[config.mk]
export PLATFORM = sky130hd
export DESIGN_NAME = inst_fetch_unit
export DESIGN_NICKNAME = d
export VERILOG_FILES = /design/src/rtl/inst_fetch_unit_pkg.sv /design/src/rtl/if_inst_hold.sv /design/src/rtl/inst_fetch_unit.sv
export SDC_FILE = /design/constraint.sdc
export NUM_CORES = 1
export LEC_CHECK = 0
export BUFFER_PORTS_ARGS = -buffer_cell sky130_fd_sc_hd__buf_2
export CORE_MARGIN = 2
export CORE_UTILIZATION = 26
export DETAILED_ROUTE_END_ITERATION = 6
export HOLD_SLACK_MARGIN = 0.12
export PLACE_DENSITY = 0.48
export RECOVER_POWER = 100
export SLEW_MARGIN = 40
export SYNTH_ARGS = -nofsm -noshare
export SYNTH_HDL_FRONTEND = slang
export SYNTH_SLANG_ARGS = --single-unit
[constraint.sdc]
create_clock -name clk -period 4.7 [get_ports clk]
set_clock_uncertainty 0.05 [all_clocks]
set_input_delay 0.235 -clock clk [delete_from_list [all_inputs] [get_ports clk]]
set_output_delay 0.235 -clock clk [all_outputs]
set_load 0.01 [all_outputs]
[src/rtl/inst_fetch_unit_pkg.sv]
// Shared fetch-stage definitions: stall encoding, bus widths, reset vector
// and the branch / IF-to-ID bundle layouts.
package inst_fetch_unit_pkg;

    localparam int          STALL_WD         = 6;
    localparam logic        STOP             = 1'b1;
    localparam logic        NO_STOP          = 1'b0;
    localparam int          IF_TO_ID_WD      = 33;
    localparam int          BR_WD            = 33;
    localparam logic [31:0] RESET_PC_DEFAULT = 32'hBFC0_0000;

    typedef struct packed {
        logic        br_e;
        logic [31:0] br_addr;
    } br_bus_t;

    typedef struct packed {
        logic        ce;
        logic [31:0] pc;
    } if_id_t;

endpackage

[src/rtl/if_inst_hold.sv]
// One-entry hold buffer that keeps the returned instruction stable for
// decode while ID is stalled.
module if_inst_hold
    import inst_fetch_unit_pkg::*;
(
    input  logic        clk,
    input  logic        rst,
    input  logic        stall_id,
    input  logic [31:0] rdata,
    output logic [31:0] inst_out
);

    logic        hold_v;
    logic [31:0] hold_inst;

    always_ff @(posedge clk) begin
        if (rst) begin
            hold_v    <= 1'b0;
            hold_inst <= '0;
        end else if (stall_id == STOP) begin
            if (!hold_v) begin
                hold_inst <= rdata;
                hold_v    <= 1'b1;
            end
        end else begin
            hold_v <= 1'b0;
        end
    end

    // Reset forces the raw SRAM path even if a capture is still live.
    assign inst_out = (hold_v && !rst) ? hold_inst : rdata;

endmodule

[src/rtl/inst_fetch_unit.sv]
// IF stage: PC, redirect handling, SRAM read issue and hold buffer.
// Optional per-cycle fetch/redirect counters under IF_FETCH_CNT_EN.
module inst_fetch_unit
    import inst_fetch_unit_pkg::*;
#(
    parameter logic [31:0] RESET_PC = RESET_PC_DEFAULT
)
(
    input  logic                   clk,
    input  logic                   rst,
    input  logic [STALL_WD-1:0]    stall,
    input  logic [BR_WD-1:0]       br_bus,
    output logic                   inst_sram_en,
    output logic [3:0]             inst_sram_wen,
    output logic [31:0]            inst_sram_addr,
    output logic [31:0]            inst_sram_wdata,
    input  logic [31:0]            inst_sram_rdata,
    output logic [IF_TO_ID_WD-1:0] if_to_id_bus,
    output logic [31:0]            id_inst
`ifdef IF_FETCH_CNT_EN
    ,
    output logic [31:0]            fetch_cnt,
    output logic [31:0]            redirect_cnt
`endif
);

    localparam logic [31:0] PC_INIT = RESET_PC - 32'd4;

    br_bus_t     br;
    if_id_t      ifid;
    logic [31:0] pc_r;
    logic [31:0] next_pc;
    logic [31:0] br_pend_addr;
    logic        ce_r;
    logic        br_pend;
    logic        unused_stall;

    assign br           = br_bus;
    assign unused_stall = ^stall[STALL_WD-1:2];

    always_comb begin
        next_pc = pc_r + 32'd4;
        if (br.br_e) begin
            next_pc = br.br_addr;
        end else if (br_pend) begin
            next_pc = br_pend_addr;
        end
    end

    always_ff @(posedge clk) begin
        if (rst) begin
            pc_r         <= PC_INIT;
            ce_r         <= 1'b0;
            br_pend      <= 1'b0;
            br_pend_addr <= '0;
        end else if (stall[0] == NO_STOP) begin
            pc_r    <= next_pc;
            ce_r    <= 1'b1;
            br_pend <= 1'b0;
        end else if (br.br_e) begin
            // Latest redirect seen during an IF stall wins.
            br_pend      <= 1'b1;
            br_pend_addr <= br.br_addr;
        end
    end

    always_comb begin
        ifid.ce = ce_r;
        ifid.pc = pc_r;
        if (rst) begin
            ifid.ce = 1'b0;
            ifid.pc = PC_INIT;
        end
    end

    assign if_to_id_bus    = ifid;
    assign inst_sram_en    = ifid.ce;
    assign inst_sram_addr  = ifid.pc;
    assign inst_sram_wen   = 4'b0;
    assign inst_sram_wdata = 32'b0;

    if_inst_hold u_hold (
        .clk      (clk),
        .rst      (rst),
        .stall_id (stall[1]),
        .rdata    (inst_sram_rdata),
        .inst_out (id_inst)
    );

`ifdef IF_FETCH_CNT_EN
    always_ff @(posedge clk) begin
        if (rst) begin
            fetch_cnt    <= '0;
            redirect_cnt <= '0;
        end else if (stall[0] == NO_STOP) begin
            if (ce_r) begin
                fetch_cnt <= fetch_cnt + 32'd1;
            end
            if (br.br_e || br_pend) begin
                redirect_cnt <= redirect_cnt + 32'd1;
            end
        end
    end
`else
    // Counters not built.
`endif

endmodule
# Word-level counts from Yosys, hierarchy flattened

Cells that the tools add are included.

RAM bits: 0
Register bits after elaboration: 99
Memories: 0
Bits in latches: 0
Bits in read-only memories: 0
Bits of input ports: 73

Muxes and demuxes: 5
$lt $le $gt $ge: 0
Shift operators: 0
Add/sub/neg operators: 1
Divide/modulo/power cells: 0
Eq/ne operators: 0
Bitwise gates (word level): 2
Reduce and logical (&&, ||, !) cells: 5
Multiply operators: 0

Operators by type and width:

| operator                | number |
|---|---|
| $mux W32                | 3 |
| $mux W33                | 1 |
| $add A32 B3 Y32 const B | 1 |
| $reduce_and A2 Y1       | 2 |
| $not A1 Y1              | 2 |
| $reduce_or A2 Y1        | 1 |
| $logic_and A1 B1 Y1     | 1 |
| $logic_not A1 Y1        | 1 |
| $mux W1                 | 1 |

# Depth between registers and ports, before layout

Word-level depth: 3
Mapped depth: 8
Mapped depth without buffers: 6

# By module

A second synthesis with hierarchy kept.

Cell total of the unflattened synthesis: 725
Area, all modules: 6137.1 µm²

Modules (own cells, without submodules):

| module          | cells an instance | area each (µm²) | instances |
|---|---|---|---|
| inst_fetch_unit | 541               | 4120.2          | 1 |
| if_inst_hold    | 184               | 2016.9          | 1 |

# Worst setup path after synthesis

Ideal clock, no wire load.

Path kind: reg2reg
Start point: reg pc_r[2]
End point: reg pc_r[24]
Arrival time: 1.607 ns
Clock period less this slack: 1.729 ns
Library setup time: 0.072 ns
Path buffers: 1
Stages on the path, launching flop included: 8
Setup slack: 2.971 ns
Required time: 4.578 ns
Cell sequence: dfxtp_1 > ha_1 > nand4_4 > nor4_4 > buf_6 > nand3_2 > a21oi_1 > a2bb2oi_1

Longest elaborated chain between the ends: 3

Ends and longest elaborated chain:

| what                     | line                  | RTL |
|---|---|---|
| start: declaration       | inst_fetch_unit.sv:31 | `logic [31:0] pc_r;` |
| start signal: assignment | inst_fetch_unit.sv:57 | `pc_r <= next_pc;` |
| $add A32 B3 Y32          | inst_fetch_unit.sv:42 | `next_pc = pc_r + 32'd4;` |
| $mux W32                 | inst_fetch_unit.sv:45 | `end else if (br_pend) begin` |
| $mux W32                 | inst_fetch_unit.sv:43 | `if (br.br_e) begin` |

Every way passes these cells.
A chain may end at the register's enable or synchronous reset.

==> results.tsv <==
stage	metric	value	unit
run_status	status	complete, but fails checks	
run_status	failing checks	capacitance limit, slew limit	
power_and_ir_drop	leak pwr	2.726	nW
global_route	global-route track usage on met3	3.166	%
min_path	Worst Hold Depth	3	
synthesis	top-area cell type share of the netlist area	34.83	%
sta	worst hold slack	0.2914	ns
layout	Area growth syn-to-layout	24.74	%
global_route	global-route layer with the greatest usage	met2	
routing	wire per inst	14.27	um
clocking	CTS buffer count	9	
synthesis	synth cell count leaders	156 x nand2_1, 100 x a21oi_1, 99 x dfxtp_1, 69 x buf_4	
synthesis	post-synthesis sequential area ratio	34.83	%
sta	Pins Over Slew Limit	28	
layout	ANT cells	0	
routing	vias per cell	4.563	
synthesis	synthesized area per cell	7.860	um^2
setup_path	crit path DAT	3.13	ns
sta	Slew @ Worst Pin	1.500	ns
routing	final wirelength	16780	um
synthesis	ranking of synthesized cells by area	dfxtp_1 35%, nand2_1 10%, buf_4 9.1%, a21oi_1 8.8%, mux2_2 6.1%	
sta	max frequency	0.3480	GHz
min_path	Hold Crit Class	input pin to register	
sta	minimum clock period	2.874	ns
global_route	Overflow after GRT	0	
global_route	global-route wire length before repair	26720	um
floorplan	die outline area	23090	um^2
floorplan	Die W	151.9	um
setup_path	CP Data Required Time	4.96	ns
floorplan	Initial Util	26.32	%
floorplan	# IOs	207	
clocking	number of H-tree levels	3	
global_route	grt met2 use	23.12	%
global_route	antenna violations before repair	0	
routing	routed vias	5366	
clocking	clock buffer depth	2	
global_route	vias in the first global route	4945	
clocking	Worst-Skew Late Latency	0.35	ns
clocking	clock root cell	clkbuf_16	
placed_design	Detailed Place HPWL	11510	um
synthesis	EDFF count, synth	0	
setup_path	critical path type	input pin to register	
clocking	Reg clk slew, reported paths	0.08	ns
synthesis	cell area after synthesis	5690	um^2
sta	relative slew slack	-0.02206	%
placed_design	routability cong.	0.7450	
global_route	GRT Overall Usage	14.16	%
sta	Setup TNS	0	ns
routing	Initial DRC Count	260	
setup_path	CP Capture Type	register	
run	Max-Cap Viols	1	
power_and_ir_drop	Worst IR Drop VDD	173.5	uV
sta	final setup fails	0	
floorplan	core area	21620	um^2
routing	DRC Markers	0	
floorplan	Die H	151.9	um
setup_path	worst-path fanout max	80	
synthesis	asr flop ratio synth	0	%
routing	Detail Route Antenna Nets	0	
placed_design	I/O Buffers	166	
layout	post-layout util	32.83	%
synthesis	top-count cell post-synth	nand2_1	
sta	part of the cycle the worst path needs	61.14	%
synthesis	Yosys warnings	0	
synthesis	Yosys reg bits	99	
synthesis	Yosys cell types	56	
power_and_ir_drop	total power draw	2.147	mW
layout	number of nets in the layout	965	
sta	unrepaired setup endpoints after global routing	no	
power_and_ir_drop	PD cells	302.5	nW/um^2
synthesis	Post-Synthesis Cells	724	
clocking	Sink Count	99	
global_route	GR Util met1	19.07	%
routing	first-pass iteration count of the detailed router	4	
synthesis	Synth area leader	dfxtp_1	
global_route	largest net degree at the start of global routing	81	
clocking	CTS-repair resized insts	0	
sta	final hold violations	0	
layout	layout cell share with drive strength beyond 1	18.97	%
setup_path	FF-to-FF path depth	6	
floorplan	Cell Rows	54	
synthesis	Top FF cell, synth	dfxtp_1	
clocking	CTS tree	done	
setup_path	Startpoint Class	input pin	
## layout by cell type, fill, tap and decap left out, drive strengths merged, types with 8 or more instances in the layout
master       Yosys  layout
a21oi          100     100
a221oi          11      11
buf             86      75
clkbuf          34     110
conb             1      36
dfxtp           99      99
dlygate4sd3      0      65
inv              9      13
mux2            32      32
nand2          156     156
nand2b           9       9
nand3           15      15
nor2            32      32
nor2b            8       8
nor3             9       9
o21ai           12      12
or2             32      32
## state kept, by name, indices dropped and copies added (netlist names)
register          flops
u_hold.hold_inst     32
pc_r                 32
br_pend_addr         32
ce_r                  1
u_hold.hold_v         1
br_pend               1
## repair_timing
item / CTS / global route
hold buffers: 65 / 0
hold endpoints to repair: 65 / 0
setup buffers: 0 / 0
## power by group
part	total (mW)	switching [mW]	leakage [nW]	internal (mW)
Clock	0.739	0.370	0.135	0.369
Combinational	0.464	0.269	1.78	0.194
Sequential	0.945	0.0515	0.815	0.894
## stage by stage
stage | setup slack [ns] | std cells | area, um^2
CTS | 2.322 | 1176 | 7229
finish | 1.826 | 1176 | 7098
floorplan | 2.971 | 759 | 5822
global placement | 2.265 | 1095 | 6296
detailed placement | 2.252 | 1095 | 6296
global route | 1.538 | 1176 | 7098
## routing by layer
metal	wire (um)	share of wire, %
met5	0	0
met4	159	0.95
met3	1040	6.2
met2	7760	46
met1	7815	47
## worst max-delay path: stages
cell,delay (ns)
clkbuf_1,1.02
buf_4,0.81
nor2b_1,0.27
clkbuf_1,0.37
a31oi_1,0.25
o22a_1,0.16
## worst paths after layout
path | startpoint | endpoint | slack [ns]
setup / recovery | rst | pc_r[18] | 1.83
hold / removal | stall[0] | pc_r[0] | 0.29
setup reg to reg | pc_r[2] | pc_r[22] | 2.35
hold reg to reg | br_pend_addr[1] | br_pend_addr[1] | 0.40
## cell type report
cell class	count	area (um^2)
tap	280	350.3
clock inverter	7	57.56
clock buffer	9	225.2
timing repair buffer	241	1428
fill	2383	14520
multi-input combinational	531	3022
inverter	9	33.78
sequential	99	1982
## cell families after synthesis
family          synth area share (%)
compound gates                 19.79
mux                            6.684
other cells                  0.06590
buf+inv                        14.42
simple gates                   23.99
fa+ha+maj                     0.2198
flops                          34.83
(Power assumes the default switching activity.)
